$ cat src/rtl/tuple_bits5_bit_fifo.sv
// Small FIFO for the flattened Tuple(Bits[5], Bit): packs {I__1, I__0} into a 6-bit word.
// Optional high-water mark output is enabled by defining TUPLE_FIFO_HWM_EN.
module tuple_bits5_bit_fifo #(
  parameter int DEPTH = 4,
  parameter int AW    = 2
) (
  input  logic          CLK,
  input  logic          ASYNCRESET,
  input  logic [4:0]    I__0,
  input  logic          I__1,
  input  logic          I_valid,
  output logic          I_ready,
  output logic [4:0]    O__0,
  output logic          O__1,
  output logic          O_valid,
  input  logic          O_ready,
`ifdef TUPLE_FIFO_HWM_EN
  output logic [AW:0]   hwm,
`endif
  output logic [AW:0]   count
);

  localparam logic [AW:0] DEPTH_C = (AW+1)'(DEPTH);

  logic [5:0]    mem [DEPTH];
  logic [AW-1:0] wr_ptr_reg;
  logic [AW-1:0] rd_ptr_reg;
  logic [AW:0]   count_reg;
  logic [AW:0]   count_next;
  logic [5:0]    head_word;
  logic          push;
  logic          pop;

  // Flags come only from the registered count, so a pop while full
  // cannot re-open I_ready until the following cycle.
  assign I_ready = (count_reg != DEPTH_C);
  assign O_valid = (count_reg != '0);
  assign push    = I_valid & I_ready;
  assign pop     = O_valid & O_ready;
  assign count   = count_reg;

  assign head_word = mem[rd_ptr_reg];
  assign O__0      = O_valid ? head_word[4:0] : 5'd0;
  assign O__1      = O_valid ? head_word[5]   : 1'b0;

  always_comb begin
    count_next = count_reg;
    case ({push, pop})
      2'b10:   count_next = count_reg + (AW+1)'(1);
      2'b01:   count_next = count_reg - (AW+1)'(1);
      default: count_next = count_reg;
    endcase
  end

  // Storage carries no reset; contents are qualified by count.
  always_ff @(posedge CLK) begin
    if (push) begin
      mem[wr_ptr_reg] <= {I__1, I__0};
    end
  end

  always_ff @(posedge CLK or posedge ASYNCRESET) begin
    if (ASYNCRESET) begin
      wr_ptr_reg <= '0;
      rd_ptr_reg <= '0;
      count_reg  <= '0;
    end else begin
      if (push) wr_ptr_reg <= wr_ptr_reg + AW'(1);
      if (pop)  rd_ptr_reg <= rd_ptr_reg + AW'(1);
      count_reg <= count_next;
    end
  end

`ifdef TUPLE_FIFO_HWM_EN
  logic [AW:0] hwm_reg;

  always_ff @(posedge CLK or posedge ASYNCRESET) begin
    if (ASYNCRESET) begin
      hwm_reg <= '0;
    end else if (count_next > hwm_reg) begin
      hwm_reg <= count_next;
    end
  end

  assign hwm = hwm_reg;
`endif

endmodule

$ cat config.mk
export PLATFORM = sky130hd
export DESIGN_NAME = tuple_bits5_bit_fifo
export DESIGN_NICKNAME = d
export VERILOG_FILES = /design/src/rtl/tuple_bits5_bit_fifo.sv
export SDC_FILE = /design/constraint.sdc
export NUM_CORES = 1
export LEC_CHECK = 0
export ABC_AREA = 0
export CAP_MARGIN = 0
export CORE_ASPECT_RATIO = 0.7
export CORE_UTILIZATION = 48
export DETAILED_ROUTE_END_ITERATION = 8
export GPL_TIMING_DRIVEN = 0
export PLACE_DENSITY = 0.81
export SLEW_MARGIN = 20
export SYNTH_ARGS = -nofsm -noshare
export SYNTH_HDL_FRONTEND = slang
export SYNTH_SLANG_ARGS = --single-unit
$ cat constraint.sdc
create_clock -name CLK -period 4.4 [get_ports CLK]
set_clock_uncertainty 0.1 [all_clocks]
set_input_delay 0.88 -clock CLK [delete_from_list [all_inputs] [get_ports CLK]]
set_output_delay 0.88 -clock CLK [all_outputs]
set_load 0.1 [all_outputs]
## Word-level counts from Yosys, hierarchy flattened

Memory sizes are Yosys's and may differ from the RTL's.
Index checks and enable logic that the tools add are counted.
Widths: inputs -> output; s select.

| cells by class | value |
|---|---|
| add/subtract/negate cells | 4 |
| multipliers | 0 |
| div/mod/pow operators | 0 |
| order comparisons | 0 |
| equal/unequal tests | 3 |
| shift-type cells | 0 |
| muxes and demuxes | 5 |
| bitwise operators | 2 |
| reduce and logical (&&, ||, !) cells | 2 |

Operator list:

| operator | count |
|---|---|
| $pmux 3 s2 | 1 |
| $mux 5 | 1 |
| $add 2x1->2 const B | 2 |
| $add 3x1->3 const B | 1 |
| $mux 1 | 3 |
| $ne 3x3->1 const B | 1 |
| $reduce_bool 3->1 | 1 |
| $sub 3x1->3 const B | 1 |
| $and 1x1->1 | 2 |
| $eq 2x1->1 const B | 1 |
| $eq 2x2->1 const B | 1 |
| $reduce_bool 2->1 | 1 |

| storage, ports and cells | value |
|---|---|
| register bits after elaboration | 7 |
| latch bits | 0 |
| memory bits (writable) | 24 |
| memory bits (read-only) | 0 |
| input port bits | 10 |
| output and inout bits | 11 |
| word-level logic and storage cells | 20 |
| memories kept | 1 |

Memory list:

| name | words | width | read ports | clocked after memory_dff | wr ports | line | text |
|---|---|---|---|---|---|---|---|
| mem | 4 | 6 | 1 | 0 | 1 | 25 | `logic [5:0] mem [DEPTH];` |

## Depth between registers and ports, before layout

Gate-level depths: netlist (run 1).

| depth | value |
|---|---|
| depth after elaboration | 4 |
| gate-level depth with buffers | 9 |
| mapped depth without buffers | 8 |

## Worst setup path before layout (run 1)

Ideal clock, no wire load.

| timing path | value |
|---|---|
| path kind | flip-flop to output port |
| from | register count_reg[0], in the netlist count[0] |
| to | output port O__0[0] |
| data arrival time | 2.215 ns |
| path slack | 1.205 ns |
| stages on the path, launching flop included | 4 |
| path through | dfrtp_1 > or3_1 > buf_6 > and2_1 |

| between the ends | value |
|---|---|
| cells in the longest elaborated chain, start to end | 2 |

RTL lines:

| what | line | text |
|---|---|---|
| start: declaration | 28 | `logic [AW:0] count_reg;` |
| start signal: assignment | 70 | `count_reg <= count_next;` |
| $reduce_bool 3->1 | 37 | `assign O_valid = (count_reg != '0);` |
| named net O_valid | 15 | `output logic O_valid,` |
| $mux 5 | 43 | `assign O__0 = O_valid ? head_word[4:0] : 5'd0;` |
| end: declaration | 13 | `output logic [4:0] O__0,` |

The timed path passes the listed nets, and every way through them passes these cells.

## Final worst setup path (run 1)

| timing path | value |
|---|---|
| from | register rd_ptr_reg[1] |
| to | output port O__1 |

| between the ends | value |
|---|---|
| cells in the longest elaborated chain, start to end | 2 |

RTL lines:

| what | line | text |
|---|---|---|
| start: declaration | 27 | `logic [AW-1:0] rd_ptr_reg;` |
| start signal: assignment | 69 | `if (pop) rd_ptr_reg <= rd_ptr_reg + AW'(1);` |
| $mem_v2 4x6 | n/a |  |
| $mux 1 | 44 | `assign O__1 = O_valid ? head_word[5] : 1'b0;` |
| end: declaration | 14 | `output logic O__1,` |

Every way passes these cells.

==> results by stage, run 1 <==
Outcome:
- The flow ran to the end, and the final reports show no timing, DRC or antenna violations.

Worst setup path:
- The critical path arrival is 2490 ps.
- The cell with the largest stage delay on the worst path is sky130_fd_sc_hd__clkdlybuf4s50_1.
- The required time of the worst setup path is 3420 ps.
- The worst register-to-register path begins at count[0].
- The top fanout value on the critical path is 7.
- The number of buffers and inverters on the critical path is 2.
- The worst-case register-to-register setup slack is 2130 ps.
- The peak per-stage delay on the critical path is between 1000 and 1500 ps.
- STA classifies the critical path startpoint as a flop.
- In this run the worst setup path begins at rd_ptr_reg[1].
- For the worst flop-to-flop path, the logic depth is 9.
- The worst setup path is of the flop to output port kind.
- STA classifies the critical path endpoint as an output port.
- The endpoint of the worst register-to-register path is count[2].
- The critical path goes through clkbuf_1 > mux4_2 > and2_2 > clkdlybuf4s50_1.
- The cell class contributing the biggest share of worst-path delay is buffers and inverters.

Global routing:
- The first global-routing pass estimated 3350 um of wire.
- The overflow left after global routing is 0.
- The number of antenna violations at the first check in global routing came to 0.
- Entering global routing, the biggest net connects 11 pins.
- The number of global-route vias before repair came to about 650.
- The total track usage is between 10% and 20%.

Clock network:
- At the later pin of the worst-skew pair, clock insertion delay measures 270 ps.
- The number of clock buffers inserted by TritonCTS is 5.
- After clock tree synthesis, the repair step resized 0 gates.
- The number of hold-repair buffers added at the cts stage is 0.
- The root buffer cell chosen for the clock tree is sky130_fd_sc_hd__clkbuf_8.
- The clock slew seen by the registers of the worst setup and hold paths is roughly 60 ps.
- The longest clock path from root to sink contains 2 buffers.
- Buffers added to address setup during post-CTS repair amount to 0.
- The clock drives 31 sinks.
- The number of H-tree levels is 2.
- TritonCTS built the clock tree.

Floorplan:
- The die covers roughly 3100 um2.
- Row generation in the floorplan step produced 15 rows.
- The horizontal die dimension is roughly 66 um.
- The floorplan step set the die height to 46.7 um.
- The number of top-level design ports is 21.
- For this configuration, the core starts out at a cell density of 53.3%.
- The total core area is between 2000 and 3000 um2.

Timing:
- The number of max-slew violations in the final report is 0.
- Setup repair after global routing left no endpoint under its margin.
- Measured against its own limit, the worst slew margin works out to approximately a third.
- The number of failing hold endpoints at the final stage is 0.
- Timing would allow up to 288 MHz.
- After routing, the total negative slack on setup checks comes to 0 ps.
- The final critical path takes up between 70% and 80% of the cycle.
- After layout, the minimum clock period comes to 3470 ps.
- The transition time of the tightest slew-check pin is 992 ps.
- Setup violations remaining at the end of the flow were counted as 0.

Synthesis:
- By area the synthesized netlist is led by sky130_fd_sc_hd__edfxtp_1, sky130_fd_sc_hd__dfrtp_1, sky130_fd_sc_hd__mux4_1.
- The net count after synthesis is 93.
- The average instance in the mapped netlist occupies approximately 18 um2.
- The summed instance area of the synthesized netlist is 1370 um2.
- The number of enable flip-flop cells after synthesis is 24.
- The complex-gate fraction of the synthesized area is 0%.
- The register bit count reported by yosys is 31.
- Yosys printed 0 warnings.
- Counting every instance in the synthesized netlist gives 77.
- The post-synthesis sequential area ratio is 65.4%.
- The fraction of registers with async set or reset after synthesis is 22.6%.
- The dominant synthesized flop cell is sky130_fd_sc_hd__edfxtp_1.
- The top cell type's share of synthesized area is a little over half.
- The fraction of the mapped netlist area in simple logic gates is 7.85%.
- Measured against the total synthesized area, the mux share comes to 12.5%.
- The xor/xnor cell area share of the yosys netlist is 3.84%.
- The distinct cell type count after synthesis is 22.
- The dominant combinational cell family by area after synthesis is multiplexers.
- The largest total area in the synthesized netlist belongs to sky130_fd_sc_hd__edfxtp_1.
- After Yosys synthesis, full adders, half adders and majority gates account for 6.03% of the synthesized area.

Routing:
- Dividing the detail-routed via count by the number of cells gives 4.95.
- The detailed-route wire length per cell is 15.8 um.
- The total number of vias is 688.
- After the first detailed-routing iteration, the DRC count stood at 26.
- The pre-antenna-repair detailed-routing pass consisted of 4 iterations.
- The final wirelength is roughly 2200 um.
- Once detail routing completed, the nets flagged for antenna violations numbered 0.
- For this run, design rule violations remaining after detail routing come to 0.

Final layout:
- The commonest non-fill, non-tap cell in the layout is sky130_fd_sc_hd__edfxtp_1.
- The library cells used most frequently in the layout, excluding fill and tap cells, are sky130_fd_sc_hd__edfxtp_1, sky130_fd_sc_hd__clkdlybuf4s50_1, sky130_fd_sc_hd__dfrtp_1, sky130_fd_sc_hd__inv_1, sky130_fd_sc_hd__clkbuf_8.
- Of the cells placed in the final design, the portion with a size suffix greater than 1 is 17.1%.
- The net total in the final layout is 120.
- The repair_antennas step left the layout with diodes totalling 0.
- The relative area change from synthesis to final layout is 26.3%.
- The number of fill cells in the layout is 160.
- After routing the design area is 1730 um2.
- The register with the most flip-flops in the layout has 24 of them.

Placed design:
- The number of buffer cells added on primary ports is 20.
- Summed over all nets, the half-perimeter wirelength after detailed placement is 1530 um.
- The global placement routability congestion is 0.645.
- The area of placed instances is 1610 um2.

Min path:
- In this run the most critical hold path is launched from count[2].
- The endpoint of the worst hold path is count[2].
- The path category of the worst min-delay check is flop to flop.
- The number of stages on the worst hold path is 1.

Run:
- The tool flagged a number of max-cap violations equal to 0.
[final cells by class]
cell class / count / area [um2] / share of cell area, %
flip-flops and latches: 31 / 896 / 51.8
multi-input cells: 36 / 414 / 23.9
repair buffers: 20 / 200 / 11.6
clock buffers: 6 / 82.6 / 4.77
well taps: 34 / 42.5 / 2.46
plain buffers: 4 / 37.5 / 2.17
clock inverters: 2 / 35.0 / 2.02
inverters: 6 / 22.5 / 1.30
[how the worst max path moves through the flow]
stage / endpoint / cells after the start
after detailed placement: O__1 / 4
final: O__1 / 4
after floorplan: O__0[0] / 3
after CTS: O__1 / 4
after global routing: O__1 / 4
after global placement: O__1 / 4
[synthesized netlist by cell type, types with 3 or more instances]
cell type	number
sky130_fd_sc_hd__edfxtp_1	24
sky130_fd_sc_hd__dfrtp_1	7
sky130_fd_sc_hd__inv_1	6
sky130_fd_sc_hd__and2_1	5
sky130_fd_sc_hd__ha_1	5
sky130_fd_sc_hd__and3_1	4
sky130_fd_sc_hd__buf_6	3
sky130_fd_sc_hd__mux4_1	3
sky130_fd_sc_hd__mux4_2	3
sky130_fd_sc_hd__xnor2_1	3
sky130_fd_sc_hd__xor2_1	3
[per-stage QoR]
| step | std cells | setup WS (ps) | util (%) | hold WS (ps) |
|---|---|---|---|---|
| 2_1_floorplan | 77 | 1200 | - | 396 |
| 3_3_place_gp | 131 | 1250 | 62.7 | 407 |
| 3_5_place_dp | 131 | 1220 | 62.7 | 426 |
| 4_1_cts | 139 | 895 | 67.3 | 438 |
| 5_1_grt | 139 | 823 | 67.3 | 448 |
| 6_report | 139 | 925 | 67.3 | 444 |
[layer usage]
layer | share of wire [%] | track usage, % | up-vias
li1 | - | - | 333
met4 | 0.86 | 7.83 | 0
met1 | 47 | 21.6 | 331
met5 | 0 | 0 | -
met2 | 48 | 25.3 | 22
met3 | 4.4 | 6.68 | 2
[logic make-up (layout without fill, tap and decap cells)]
| logic type | count (synthesis) | in the layout |
|---|---|---|
| xor+xnor | 6 | 6 |
| fa+ha+maj | 6 | 6 |
| simple gates | 16 | 16 |
| buf+inv | 10 | 38 |
| mux | 8 | 8 |
| flops | 31 | 31 |
[worst register-to-register path: cells and delay by family (launching register included)]
kind	cells	cell delay, ps
XOR/XNOR	2	310
adder cells (fa/ha/maj)	2	550
buffers and inverters	2	210
flip-flops	1	430
AND/OR/NAND/NOR	3	600
Power of run 1 is not shown: default switching activity piles up to over one toggle a cycle in this logic, so the estimate is an artifact.
==> run 2: changes to the inputs <==
--- a/config.mk
+++ b/config.mk
@@ -8,10 +8,10 @@
 export ABC_AREA = 0
 export CAP_MARGIN = 0
 export CORE_ASPECT_RATIO = 0.7
-export CORE_UTILIZATION = 48
+export CORE_UTILIZATION = 47
 export DETAILED_ROUTE_END_ITERATION = 8
 export GPL_TIMING_DRIVEN = 0
-export PLACE_DENSITY = 0.81
+export PLACE_DENSITY = 0.83
 export SLEW_MARGIN = 20
 export SYNTH_ARGS = -nofsm -noshare
 export SYNTH_HDL_FRONTEND = slang
==> constraint.sdc (replaced) <==
create_clock -name CLK -period 2.9 [get_ports CLK]
set_clock_uncertainty 0.1 [all_clocks]
set_input_delay 0.58 -clock CLK [delete_from_list [all_inputs] [get_ports CLK]]
set_output_delay 0.58 -clock CLK [all_outputs]
set_load 0.1 [all_outputs]
==> run 2 against run 1 <==
Setup slack worse by 580 ps. Sequential share of layout area is 1.1 points higher. Clock-buffer cell count decreased by 1. Hold slack lost 12 ps. Design area decreased by 2.0%. Critical endpoint is now O__0[1]. Via count is 3.3% higher. Die area up 2.0%. Utilization down 2.3 points. Flip-flop and latch count is the same. Wire length increased by 1.5%.
==> results by stage, run 2 (synthesized netlist as in run 1, its figures left out) <==
Outcome:
- The flow ran to the end, and the final reports show no timing, DRC or antenna violations.

Routing:
- The final wirelength is 2240 um (+1.5%).
- The detailed-route DRC error count was 0 (unchanged).
- The number of design-rule violations left by the first detailed-router iteration is 26 (unchanged).
- The antenna violation net count after detailed routing is 0 (unchanged).
- The detailed-route wire length per cell came to 16.1 um (+1.5%).
- The detailed-router iteration count before antenna repair is 4 (unchanged).
- The total number of vias was 711 (+3.3%).
- The via density per instance is 5.12 (+3.3%).

Worst setup path:
- The endpoint kind of the worst setup timing path is an output port.
- The critical path arrival is 1870 ps (-620 ps).
- The startpoint kind of the worst setup timing path is a flop.
- The worst register-to-register path begins at count[1].
- The top fanout value on the critical path was 8 (+1).
- The required time of the worst setup path is 2220 ps (-1200 ps).
- The timing startpoint of the critical path is rd_ptr_reg[0].
- The worst setup path is of the flop to output port kind.

Min path:
- The worst hold path belongs to the class flop to flop.
- The startpoint identified for the worst hold timing path is count[2].

Final layout:
- The area taken by multi-input logic gates was 414 um2 (unchanged).
- The final antenna diode count is 0 (unchanged).
- The number of fill cells in the layout is 178 (+11%).
- The post-layout instance count excluding filler cells is 139 (unchanged).
- The proportion of layout cells with a drive suffix above 1 came to 21.9% (+4.8 points).
- Relative to the synthesized area, the layout overhead comes to 23.7%.
- The sequential cell area in the final layout is 896 um2 (unchanged).
- The number of flip-flops under the largest register name is 24 (unchanged).
- The library cell used most frequently in the layout, excluding fill and tap cells, is sky130_fd_sc_hd__edfxtp_1.
- Leaving out fill and tap cells, the most frequent cells in the layout are sky130_fd_sc_hd__edfxtp_1, sky130_fd_sc_hd__clkdlybuf4s50_1, sky130_fd_sc_hd__dfrtp_1, sky130_fd_sc_hd__inv_1, sky130_fd_sc_hd__clkbuf_2.
- The net total in the final layout is 120 (unchanged).

Run:
- The number of maximum-capacitance violations came to 0 (unchanged).

Timing:
- The transition time of the tightest slew-check pin is 968 ps (-24.0 ps).
- Static timing analysis puts the maximum clock frequency at 392 MHz.
- The count of endpoints failing setup in the final report came to 0 (unchanged).
- The worst path needs 2550 ps of the cycle, external delays included.
- The number of max-slew violations in the final report was 0 (unchanged).
- The number of failing hold endpoints at the final stage is 0 (unchanged).
- The part of the cycle the worst path needs is 88.0%.
- The final critical-path setup slack is 349 ps (-576 ps).
- Setup repair after global routing left no endpoint under its margin.
- The sum of negative setup slack was 0 ps (unchanged).
- The max-slew headroom at the worst pin is 35.4% (+1.7 points).

Clock network:
- TritonCTS built the clock tree.
- The sink count of the clock tree is 31 (unchanged).
- The number of H-tree levels is 2 (unchanged).
- In this run the clock root is driven by a sky130_fd_sc_hd__clkbuf_8.
- The clock latency on the worst-skew pair is 280 ps (about the same).
- The number of hold-repair buffers added at the cts stage is 0 (unchanged).
- The clock slew seen by the registers of the worst setup and hold paths came to 60 ps (about the same).
- The number of clock buffers inserted by TritonCTS was 5 (unchanged).
- The maximum buffer depth of the clock tree is 2 (unchanged).

Floorplan:
- The number of placement rows is 15 (unchanged).
- The floorplan die height is 47.2 um (+1.0%).
- The number of top-level design ports is 21 (unchanged).
- The effective utilization at floorplan is 52.5% (-0.77 points).
- The total core area was 2610 um2 (+1.5%).
- The area enclosed by the die boundary came to 3140 um2 (+2.0%).
- The horizontal die dimension is 66.5 um (+1.0%).

Global routing:
- The overflow left after global routing is 0 (unchanged).
- The largest net degree at the start of global routing is 11 (unchanged).
- The number of antenna violations at the first check in global routing came to 0 (unchanged).
- The number of global-route vias before repair is 730 (+13%).
- The wire length of the first global-routing pass is 3390 um (+1.0%).
- The total track usage came to 16.6% (-0.10 points).

Placed design:
- The global placement routability congestion is 0.727 (+13%).
- The total instance count after detailed placement is 131 (unchanged).
- The pre-CTS worst setup slack came to 33.5 ps (-1190 ps).
- The number of buffer cells added on primary ports was 20 (unchanged).
- The half-perimeter wire length of the detailed placement result is 1530 um (+0.26%).
-- run 2: final timing paths --
kind	to	slack [ps]	cells past startpoint
setup reg to reg	count[2]	620	9
min in group asynchronous	count[2]	450	2
hold / removal	count[2]	430	1
max in group asynchronous	count[0]	2040	2
setup / recovery	O__0[1]	350	4
hold reg to reg	count[2]	430	1
-- run 2: cell type report --
| type | count | share of cell area, % |
|---|---|---|
| flip-flops and latches | 31 | 52.8 |
| plain buffers | 4 | 2.21 |
| clock buffers | 5 | 4.06 |
| inverters | 6 | 1.33 |
| clock inverters | 3 | 2.29 |
| multi-input cells | 36 | 24.4 |
| well taps | 34 | 2.51 |
| repair buffers | 20 | 10.3 |
-- run 2: critical path: stages (launching register included) --
cell                       delay [ps]
sky130_fd_sc_hd__dfrtp_1          340
sky130_fd_sc_hd__buf_6            150
sky130_fd_sc_hd__mux4_1           560
sky130_fd_sc_hd__and2_1           170
sky130_fd_sc_hd__clkbuf_2         360
-- run 2: layer usage --
layer	GRT usage (%)	up-vias	part of all wire, %
met5	0	-	0
met4	10.2	0	2.1
met3	5.10	5	4.3
met2	28.4	18	50
met1	19.2	356	43
li1	-	332	-
-- run 2: metrics by stage --
stage          hold WS [ps]  cell area [um2]  util (%)
3_5_place_dp            432             1610      61.8
6_report                432             1700      65.0
3_3_place_gp            405             1610      61.8
4_1_cts                 441             1710      65.7
2_1_floorplan           283             1370         -
5_1_grt                 450             1700      65.0
-- run 2: what timing repair did --
| item | in CTS | in global routing |
|---|---|---|
| gates cloned | 0 | 0 |
| setup buffers | 0 | 0 |
| resized for setup | 6 | 14 |
| endpoints found under the setup margin | 6 | 8 |
Power of run 2 is left out for the same reason.
==> run 3: changes to the inputs <==
--- a/config.mk
+++ b/config.mk
@@ -8,11 +8,12 @@
 export ABC_AREA = 0
 export CAP_MARGIN = 0
 export CORE_ASPECT_RATIO = 0.7
-export CORE_UTILIZATION = 47
+export CORE_UTILIZATION = 48
 export DETAILED_ROUTE_END_ITERATION = 8
 export GPL_TIMING_DRIVEN = 0
-export PLACE_DENSITY = 0.83
+export PLACE_DENSITY = 0.81
 export SLEW_MARGIN = 20
 export SYNTH_ARGS = -nofsm -noshare
 export SYNTH_HDL_FRONTEND = slang
 export SYNTH_SLANG_ARGS = --single-unit
+export TNS_END_PERCENT = 50
==> constraint.sdc (replaced) <==
create_clock -name CLK -period 2.4 [get_ports CLK]
set_clock_uncertainty 0.1 [all_clocks]
set_input_delay 0.48 -clock CLK [delete_from_list [all_inputs] [get_ports CLK]]
set_output_delay 0.48 -clock CLK [all_outputs]
set_load 0.1 [all_outputs]
==> run 3 against run 2 <==
Hold slack got worse by 88 ps. Design area increased by 3.4%. Utilization up 3.2 points. Largest cell class unchanged. Critical path type unchanged.
==> results by stage, run 3 (synthesized netlist as in run 1, its figures left out) <==
Worst setup path:
- The worst-case register-to-register setup slack is 150 ps (-470 ps).
- The timing startpoint of the critical path is count[0].
- The required time of the worst setup path is 1820 ps (-400 ps).
- The critical path arrival was 1800 ps (-70 ps).
- The worst setup path is launched from a flop.
- The worst register-to-register path ends at count[2].
- STA classifies the critical path endpoint as an output port.
- The startpoint identified for the worst register-to-register timing path is count[0].
- The worst-case reg-to-reg path depth is 9 (unchanged).
- The type of the setup path with the least slack is flop to output port.
- The capture point of the worst path is I_ready.
- The top fanout value on the critical path is 6 (-2).

Global routing:
- The number of global-route vias before repair is 698 (-4.4%).
- The number of antenna violations at the first check in global routing was 0 (unchanged).
- The total track usage is 16.3% (-0.35 points).
- The overflow left after global routing came to 0 (unchanged).
- The wire length of the first global-routing pass came to 3240 um (-4.5%).
- The largest net degree at the start of global routing is 11 (unchanged).

Floorplan:
- The number of top-level design ports is 21 (unchanged).
- The area enclosed by the die boundary is 3080 um2 (-2.0%).
- The floorplan die height was 46.7 um (-1.0%).
- The total core area is 2570 um2 (-1.4%).
- The number of placement rows is 15 (unchanged).
- The horizontal die dimension is 65.9 um (-1.0%).
- The effective utilization at floorplan is 53.3% (+0.77 points).

Final layout:
- The final antenna diode count came to 0 (unchanged).
- The proportion of layout cells with a drive suffix above 1 came to 35.6% (+14 points).
- The area growth from synthesis to layout is 27.9%.
- The net total in the final layout is 119 (-0.83%).
- The library cells used most frequently in the layout, excluding fill and tap cells, are sky130_fd_sc_hd__edfxtp_1, sky130_fd_sc_hd__clkdlybuf4s50_1, sky130_fd_sc_hd__inv_1, sky130_fd_sc_hd__and2_2, sky130_fd_sc_hd__clkbuf_8.
- Leaving out fill and tap cells, the most frequent cell in the layout is sky130_fd_sc_hd__edfxtp_1.
- The share of the core filled with cells is 68.2% (+3.2 points).
- The final cell area excluding filler cells is 1750 um2 (+3.4%).
- The number of flip-flops under the largest register name is 24 (unchanged).

Placed design:
- The global placement routability congestion is 0.666 (-8.5%).
- The half-perimeter wire length of the detailed placement result is 1500 um (-1.9%).
- The number of buffer cells added on primary ports is 20 (unchanged).
- The area of placed instances came to 1670 um2 (+3.3%).

Timing:
- The part of the cycle the worst path needs is 99.2%.
- The transition time of the tightest slew-check pin came to 959 ps (-8.68 ps).
- Setup repair after global routing could not meet its margin everywhere.
- The count of endpoints failing setup in the final report is 0 (unchanged).
- The number of failing hold endpoints at the final stage was 0 (unchanged).
- The max-slew headroom at the worst pin came to 36.3% (+0.94 points).
- For the finished layout, the period the worst path requires is around 2400 ps.
- The post-route worst hold slack is 344 ps (-87.7 ps).
- The timing-limited maximum frequency is 420 MHz.
- The sum of negative setup slack is 0 ps (unchanged).
- The number of max-slew violations in the final report is 0 (unchanged).

Routing:
- The detailed-router iteration count before antenna repair is 4 (unchanged).
- The number of design-rule violations left by the first detailed-router iteration came to 11 (-58%).
- The antenna violation net count after detailed routing is 0 (unchanged).
- The detailed-route wire length per cell is 15.2 um (-5.5%).
- The via density per instance was 5.00 (-2.3%).
- The detailed-route DRC error count is 0 (unchanged).
- The total number of vias came to 690 (-3.0%).
- The final wirelength is 2100 um (-6.2%).

Clock network:
- The number of hold-repair buffers added at the cts stage is 0 (unchanged).
- The TritonCTS clock tree is done.
- The sink count of the clock tree is 31 (unchanged).
- The number of clock buffers inserted by TritonCTS was 5 (unchanged).
- The root buffer selected by CTS is sky130_fd_sc_hd__clkbuf_8.
- The maximum buffer depth of the clock tree is 2 (unchanged).
- The number of H-tree levels was 2 (unchanged).
- The clock slew seen by the registers of the worst setup and hold paths was 60 ps (about the same).
- The clock latency on the worst-skew pair came to 280 ps (about the same).

Run:
- The number of maximum-capacitance violations came to 0 (unchanged).

Min path:
- The tightest min-delay check is of the input port to asynchronous set/reset pin type.

Outcome:
- The run finished with clean final reports.
-- run 3: cell type report --
class / instances / area [um2]
clock inverter: 2 / 35.0
multi-input combinational: 36 / 447
inverter: 6 / 22.5
sequential: 31 / 907
clock buffer: 6 / 82.6
timing repair buffer: 20 / 174
tap: 34 / 42.5
fill: 172 / 818
buffer: 3 / 42.5
-- run 3: metal layers --
layer | track usage (%) | wire length, um | vias to the layer above
met3 | 5.94 | 94 | 4
li1 | - | - | 330
met1 | 20.2 | 947 | 338
met2 | 24.9 | 1010 | 18
met5 | 0 | 0 | -
met4 | 10.4 | 42 | 0
-- run 3: how the worst min path moves through the flow --
stage	cells past startpoint	end
after floorplan	1	rd_ptr_reg[0]
after global placement	1	count[2]
after detailed placement	1	count[2]
after CTS	2	rd_ptr_reg[1]
after global routing	2	count[1]
final	2	count[1]
-- run 3: metrics by stage --
stage | std cells | setup WS [ps]
floorplan | 77 | 1.08
global placement | 131 | -354
detailed placement | 131 | -389
CTS | 139 | -133
global route | 138 | -14.5
finish | 138 | 19.7
-- run 3: critical path, cell delays in order, from the launching register on --
cell and delay [ps]:
sky130_fd_sc_hd__dfrtp_4 500, sky130_fd_sc_hd__or3b_4 420, sky130_fd_sc_hd__buf_12 150, sky130_fd_sc_hd__clkdlybuf4s15_2 460
-- run 3: what timing repair did --
action	CTS	global route
setup endpoints to repair	11	7
buffers inserted	0	0
resized for setup	37	7
Power of run 3 is left out for the same reason.
